[src/rtl/fp_itof_sequencer.sv]
`default_nettype none
// ============================================================================
//  Module   : fp_itof_sequencer (with package fp_itof_defines_pkg)
//  Purpose  : Lane-serial signed int32 -> IEEE-754 single conversion of a
//             16-lane vector, one lane per cycle, round-to-nearest-even.
//  Option   : FP_ITOF_SKIP_MASKED_EN - when defined, the lane counter jumps
//             straight between enabled lanes so CONVERT lasts popcount(mask)
//             cycles, and an all-zero mask goes directly to DONE.
//  Revision : 1.0 - initial release
// ============================================================================

package fp_itof_defines_pkg;
  localparam int NUM_VECTOR_LANES = 16;
  localparam int THREAD_IDX_W     = 2;
  typedef logic [THREAD_IDX_W-1:0]     local_thread_idx_t;
  typedef logic [NUM_VECTOR_LANES-1:0] vector_mask_t;
  typedef logic [31:0]                 scalar_t;
endpackage

module fp_itof_sequencer
  import fp_itof_defines_pkg::*;
(
  input  logic                              clk,
  input  logic                              reset,
  input  logic                              req_valid,
  output logic                              req_ready,
  input  logic [THREAD_IDX_W-1:0]           req_thread_idx,
  input  logic [NUM_VECTOR_LANES-1:0]       req_mask,
  input  logic [NUM_VECTOR_LANES-1:0][31:0] req_operand,
  output logic                              result_valid,
  input  logic                              result_ack,
  output logic [THREAD_IDX_W-1:0]           result_thread_idx,
  output logic [NUM_VECTOR_LANES-1:0]       result_mask,
  output logic [NUM_VECTOR_LANES-1:0][31:0] result_value
);

  localparam int LANE_W = $clog2(NUM_VECTOR_LANES);
  localparam logic [LANE_W-1:0] c_LAST_LANE = LANE_W'(NUM_VECTOR_LANES - 1);

  localparam logic [1:0] c_IDLE    = 2'd0;
  localparam logic [1:0] c_CONVERT = 2'd1;
  localparam logic [1:0] c_DONE    = 2'd2;

  logic [1:0]                        state_q, state_d;
  logic [LANE_W-1:0]                 lane_q;
  logic [NUM_VECTOR_LANES-1:0][31:0] operand_q;
  logic [NUM_VECTOR_LANES-1:0][31:0] value_q;
  logic [NUM_VECTOR_LANES-1:0]       mask_q;
  logic [THREAD_IDX_W-1:0]           tag_q;

  logic              accept;
  logic              first_found;
  logic [LANE_W-1:0] first_lane;
  logic              last_lane;
  logic [LANE_W-1:0] next_lane;

  // Conversion datapath signals
  logic [31:0] cur_op;
  logic        sign;
  logic [31:0] mag;
  logic [5:0]  lz;
  logic [31:0] norm;
  logic [7:0]  exp_raw;
  logic [22:0] mant_raw;
  logic        guard, rnd, sticky, round_up;
  logic [23:0] mant_sum;
  logic [7:0]  exp_fin;
  logic [22:0] mant_fin;
  logic [31:0] conv_value;

  assign accept = req_valid && (state_q == c_IDLE);

`ifdef FP_ITOF_SKIP_MASKED_EN
  // Lowest enabled lane at or above 'start'; MSB of the result flags a hit.
  function automatic logic [LANE_W:0] find_lane(input logic [NUM_VECTOR_LANES-1:0] mask,
                                                input logic [LANE_W:0]           start);
    logic [LANE_W:0] res;
    res = '0;
    for (int i = NUM_VECTOR_LANES - 1; i >= 0; i--) begin
      if (mask[i] && (i >= int'(start))) res = {1'b1, LANE_W'(i)};
    end
    return res;
  endfunction

  logic [LANE_W:0] first_sel, next_sel;

  // Lane sequencing: hop between enabled lanes only
  always_comb begin
    first_sel   = find_lane(req_mask, '0);
    next_sel    = find_lane(mask_q, {1'b0, lane_q} + 1'b1);
    first_found = first_sel[LANE_W];
    first_lane  = first_sel[LANE_W-1:0];
    last_lane   = !next_sel[LANE_W];
    next_lane   = next_sel[LANE_W-1:0];
  end
`else
  // Lane sequencing: visit every lane so latency is fixed
  always_comb begin
    first_found = 1'b1;
    first_lane  = '0;
    last_lane   = (lane_q == c_LAST_LANE);
    next_lane   = lane_q + 1'b1;
  end
`endif

  // State register
  always_ff @(posedge clk or posedge reset) begin
    if (reset) state_q <= c_IDLE;
    else       state_q <= state_d;
  end

  // Next-state logic
  always_comb begin
    state_d = state_q;
    case (state_q)
      c_IDLE:    if (accept) state_d = first_found ? c_CONVERT : c_DONE;
      c_CONVERT: if (last_lane) state_d = c_DONE;
      c_DONE:    if (result_ack) state_d = c_IDLE;
      default:   state_d = c_IDLE;
    endcase
  end

  // Handshake outputs decoded from state
  always_comb begin
    req_ready    = (state_q == c_IDLE);
    result_valid = (state_q == c_DONE);
  end

  // Convert the operand of the lane currently addressed by the counter
  always_comb begin
    cur_op = operand_q[lane_q];
    sign   = cur_op[31];
    // Two's-complement negate; 0x80000000 maps to 2^31 as unsigned
    mag    = sign ? (~cur_op + 32'd1) : cur_op;
    lz     = 6'd32;
    for (int i = 0; i < 32; i++) begin
      if (mag[i]) lz = 6'(31 - i);
    end
    // A zero magnitude shifts out to all zeros, so norm[31] doubles as nonzero flag
    norm     = mag << lz;
    exp_raw  = 8'd158 - {2'b00, lz};
    mant_raw = norm[30:8];
    guard    = norm[7];
    rnd      = norm[6];
    sticky   = |norm[5:0];
    round_up = guard & (rnd | sticky | mant_raw[0]);
    mant_sum = {1'b0, mant_raw} + {23'd0, round_up};
    if (mant_sum[23]) begin
      exp_fin  = exp_raw + 8'd1;
      mant_fin = '0;
    end else begin
      exp_fin  = exp_raw;
      mant_fin = mant_sum[22:0];
    end
    conv_value = norm[31] ? {sign, exp_fin, mant_fin} : 32'd0;
  end

  // Request capture and per-lane result write-back
  always_ff @(posedge clk or posedge reset) begin
    if (reset) begin
      lane_q    <= '0;
      operand_q <= '0;
      value_q   <= '0;
      mask_q    <= '0;
      tag_q     <= '0;
    end else if (accept) begin
      lane_q    <= first_lane;
      operand_q <= req_operand;
      value_q   <= '0;
      mask_q    <= req_mask;
      tag_q     <= req_thread_idx;
    end else if (state_q == c_CONVERT) begin
      // Disabled lanes keep the zero written at accept
      if (mask_q[lane_q]) value_q[lane_q] <= conv_value;
      if (!last_lane) lane_q <= next_lane;
    end
  end

  assign result_value      = value_q;
  assign result_mask       = mask_q;
  assign result_thread_idx = tag_q;

endmodule

`default_nettype wire

[config.mk]
export PLATFORM = sky130hd
export DESIGN_NAME = fp_itof_sequencer
export DESIGN_NICKNAME = d
export VERILOG_FILES = /design/src/rtl/fp_itof_sequencer.sv
export SDC_FILE = /design/constraint.sdc
export NUM_CORES = 2
export LEC_CHECK = 0
export CORE_AREA = 2 2 410 412
export CTS_BUF_LIST = sky130_fd_sc_hd__clkbuf_2
export DETAILED_ROUTE_END_ITERATION = 10
export DIE_AREA = 0 0 412 414
export PLACE_DENSITY = 0.61
export SETUP_SLACK_MARGIN = 0.3
export SKIP_LAST_GASP = 1
export SLEW_MARGIN = 20
export SYNTH_ARGS = -nofsm -noshare
export SYNTH_HDL_FRONTEND = slang
export SYNTH_SLANG_ARGS = --single-unit
[constraint.sdc]
create_clock -name clk -period 52.4 [get_ports clk]
set_input_delay 13.1 -clock clk [delete_from_list [all_inputs] [get_ports clk]]
set_output_delay 13.1 -clock clk [all_outputs]
set_load 0.03 [all_outputs]
==> flow_metrics.env <==
export IMPL_die_y_microns=414
export IMPL_synth_ff_type="dfrtp_1"
export IMPL_cts_hold_buffers=0
export IMPL_drc_errors=0
export IMPL_cts_resized=0
export IMPL_worstPathRequired_ns=53.85
export IMPL_rsz0062_at_grt="false"
export IMPL_cts_tree="built"
export IMPL_syn_inst=4988
export IMPL_gp_congestion=0.902
export IMPL_setup_tns_ns=0
export IMPL_cts_path_max_buffers=4
export IMPL_dieArea_sq_um=171000
export IMPL_yosys_warnings=0
export IMPL_wl_per_cell_microns=24.5
export IMPL_utilization_pct=38.4
export IMPL_grt_pass1_vias=43600
export IMPL_critical_path_arrival_ns=18.96
export IMPL_cts_htree_levels=5
export IMPL_layout_min_cycle_time_ns=17.51
export IMPL_syn_num_nets=5531
export IMPL_grt_pass1_wl_microns=298000
export IMPL_drv_slew=0
export IMPL_synth_cell_types=120
export IMPL_ys_seq_area_share_pct=54.1
export IMPL_cts_setup_buffers=0
export IMPL_die_w_microns=412
export IMPL_cts_inserted_buffers=296
export IMPL_finalSetupViolations=0
export IMPL_timing_worst_slew_pin_value_ns=1.19
export IMPL_nNetsFinal=6633
export IMPL_antenna_found_initial=38
export IMPL_syn_area_sq_um=48500
export IMPL_root_buffer="clkbuf_2"
export IMPL_drt_first_iter_violations=4079
export IMPL_skew_ns=0.201
export IMPL_drive_gt1_share_pct=12.9
export IMPL_start_util_pct=29.2
export IMPL_cp_max_fo=96
export IMPL_grt_overflow_total=0
export IMPL_numPortBuffers=1065
export IMPL_core_sq_um=166000
export IMPL_synthArstFlopShare_pct=100
export IMPL_synth_edff_count=0
export IMPL_vias=43700
export IMPL_grt_max_degree=211
export IMPL_routed_wl_microns=208000
export IMPL_slew_headroom_pct=19.5
export IMPL_finalHoldViolations=0
export IMPL_cp_start_kind="input port"
export IMPL_viasPerCell=5.14
export IMPL_clkTransAtPathRegs_ns=0.10
export IMPL_drv_cap=0
export IMPL_holdWs_ns=0.475
export IMPL_synth_top_area_share_pct=54.1
export IMPL_critPathKind="in -> reg"
export IMPL_ys_top_cells_by_area="dfrtp_1 54%, nand2_1 14%, mux4_2 6.2%, a22o_1 3.7%, o21ai_0 3.2%"
export IMPL_clk_latency_ns=1.64
export IMPL_status="finished, final reports clean"
export IMPL_syn_to_final_growth_pct=31.8
export IMPL_fmax_mhz=57.1
export IMPL_ioPinCount=1066
export IMPL_worstHoldPathType="reg -> reg"
export IMPL_clock_sinks=1048
export IMPL_synth_avg_cell_area_sq_um=9.72
export IMPL_dpl_hpwl_microns=153000
export IMPL_ant_nets=0
export IMPL_dr_pass1_iters=8
export IMPL_track_usage_pct=23.7
export IMPL_endpoint_kind="flop"
export IMPL_post_route_period_util_pct=33.4
export IMPL_synth_largest_area_cell="dfrtp_1"
export IMPL_rows=150
export IMPL_postSynthRegisterBits=1048
Yosys cell counts, types with 22 or more instances:
cell type  count
mux4_2       133
nor3_1        64
clkbuf_1     273
a21oi_1       70
mux2i_1       29
buf_2         48
o21ai_0      313
xnor2_1       44
o21ai_1       34
dfrtp_1     1048
a22oi_1       27
nand2_1     1821
and2_1        23
a31oi_1       23
nand4_1       22
nor2_1       105
a22o_1       203
nand3_1      279
layer usage:
layer | part of all wire [%] | vias to the layer above | routed length, microns | GRT usage (%)
li1 | - | 19600 | - | -
met3 | 7.5 | 397 | 15600 | 5.70
met4 | 5.0 | 36 | 10400 | 11.9
met2 | 48 | 1983 | 101000 | 39.5
met1 | 39 | 21600 | 81000 | 28.5
met5 | 0.11 | - | 234 | 0
worst paths after layout:
path	from	end	slack, ns	cells after the start
max	req_valid	operand_q[89]	34.89	10
min	operand_q[73]	operand_q[73]	0.48	2
max reg2reg	lane_q[0]	result_value[443]	40.47	26
min reg2reg	operand_q[73]	operand_q[73]	0.48	2
max in group asynchronous	reset	operand_q[142]	36.87	6
min in group asynchronous	reset	result_value[410]	11.95	2
cell families (layout without fill, tap and decap cells):
| logic type | after synthesis | count (layout) | share of synthesized area, % |
|---|---|---|---|
| AO/OA/AOI/OAI | 884 | 884 | 12.8 |
| XOR/XNOR | 64 | 64 | 1.22 |
| adder cells (fa/ha/maj) | 9 | 9 | 0.232 |
| buffers and inverters | 375 | 1647 | 3.39 |
| flip-flops | 1048 | 1048 | 54.1 |
| multiplexers | 169 | 169 | 6.94 |
| other | 0 | 28 | 0 |
| AND/OR/NAND/NOR | 2439 | 2439 | 21.3 |
worst max-delay path, stage by stage:
cell and delay [ns]:
clkdlybuf4s50_1 0.40, nand2b_1 0.15, or2_4 0.75, buf_4 0.76, buf_4 0.76, buf_4 0.78
buf_4 0.88, buf_4 0.86, nand2_1 0.13, nand2_1 0.10
flip-flops by register name (all words and copies together), names as in the netlist:
signal,cells
state_q,2
result_thread_idx,2
result_value,512
result_mask,16
operand_q,512
lane_q,4
placed cells by master, fill, tap and decap left out, drive strengths merged, types with 10 or more instances in the layout:
cell           instances
o221ai                12
nand3                280
and2                  23
or3                   11
mux4                 133
a22oi                 29
mux2i                 29
clkdlybuf4s50       1065
o21ai                350
dfrtp               1048
o31ai                 22
nor4                  22
o22ai                 15
a211oi                18
diode                 28
xnor2                 47
clkinv                55
and4                  19
xor2                  17
a31oi                 23
buf                  101
o211ai                23
nand4                 31
a41oi                 10
a22o                 203
clkbuf               405
inv                   19
and3                  13
nor2                 110
nor3                  69
a221oi                14
a21oi                 73
nand2               1826
metrics by stage:
stage / std cells / cell area [sq um] / setup slack (ns)
floorplan: 4988 / 48500 / 9.80
global placement: 7996 / 61400 / 33.53
detailed placement: 7996 / 61500 / 33.46
CTS: 8464 / 63800 / 35.29
global route: 8484 / 63900 / 34.70
finish: 8492 / 63900 / 34.89
final cells by class:
cell class | count | area (sq um)
inverters | 13 | 56.3
diodes | 28 | 70.1
multi-input cells | 3565 | 21000
flip-flops and latches | 1048 | 26200
clock buffers | 405 | 2030
clock inverters | 63 | 315
well taps | 2204 | 2760
repair buffers | 1166 | 11500
fillers | 16800 | 102000
Power is left out: the tool's default activity adds up to more than one toggle a clock period on the data nets, which glitch-free logic cannot reach.
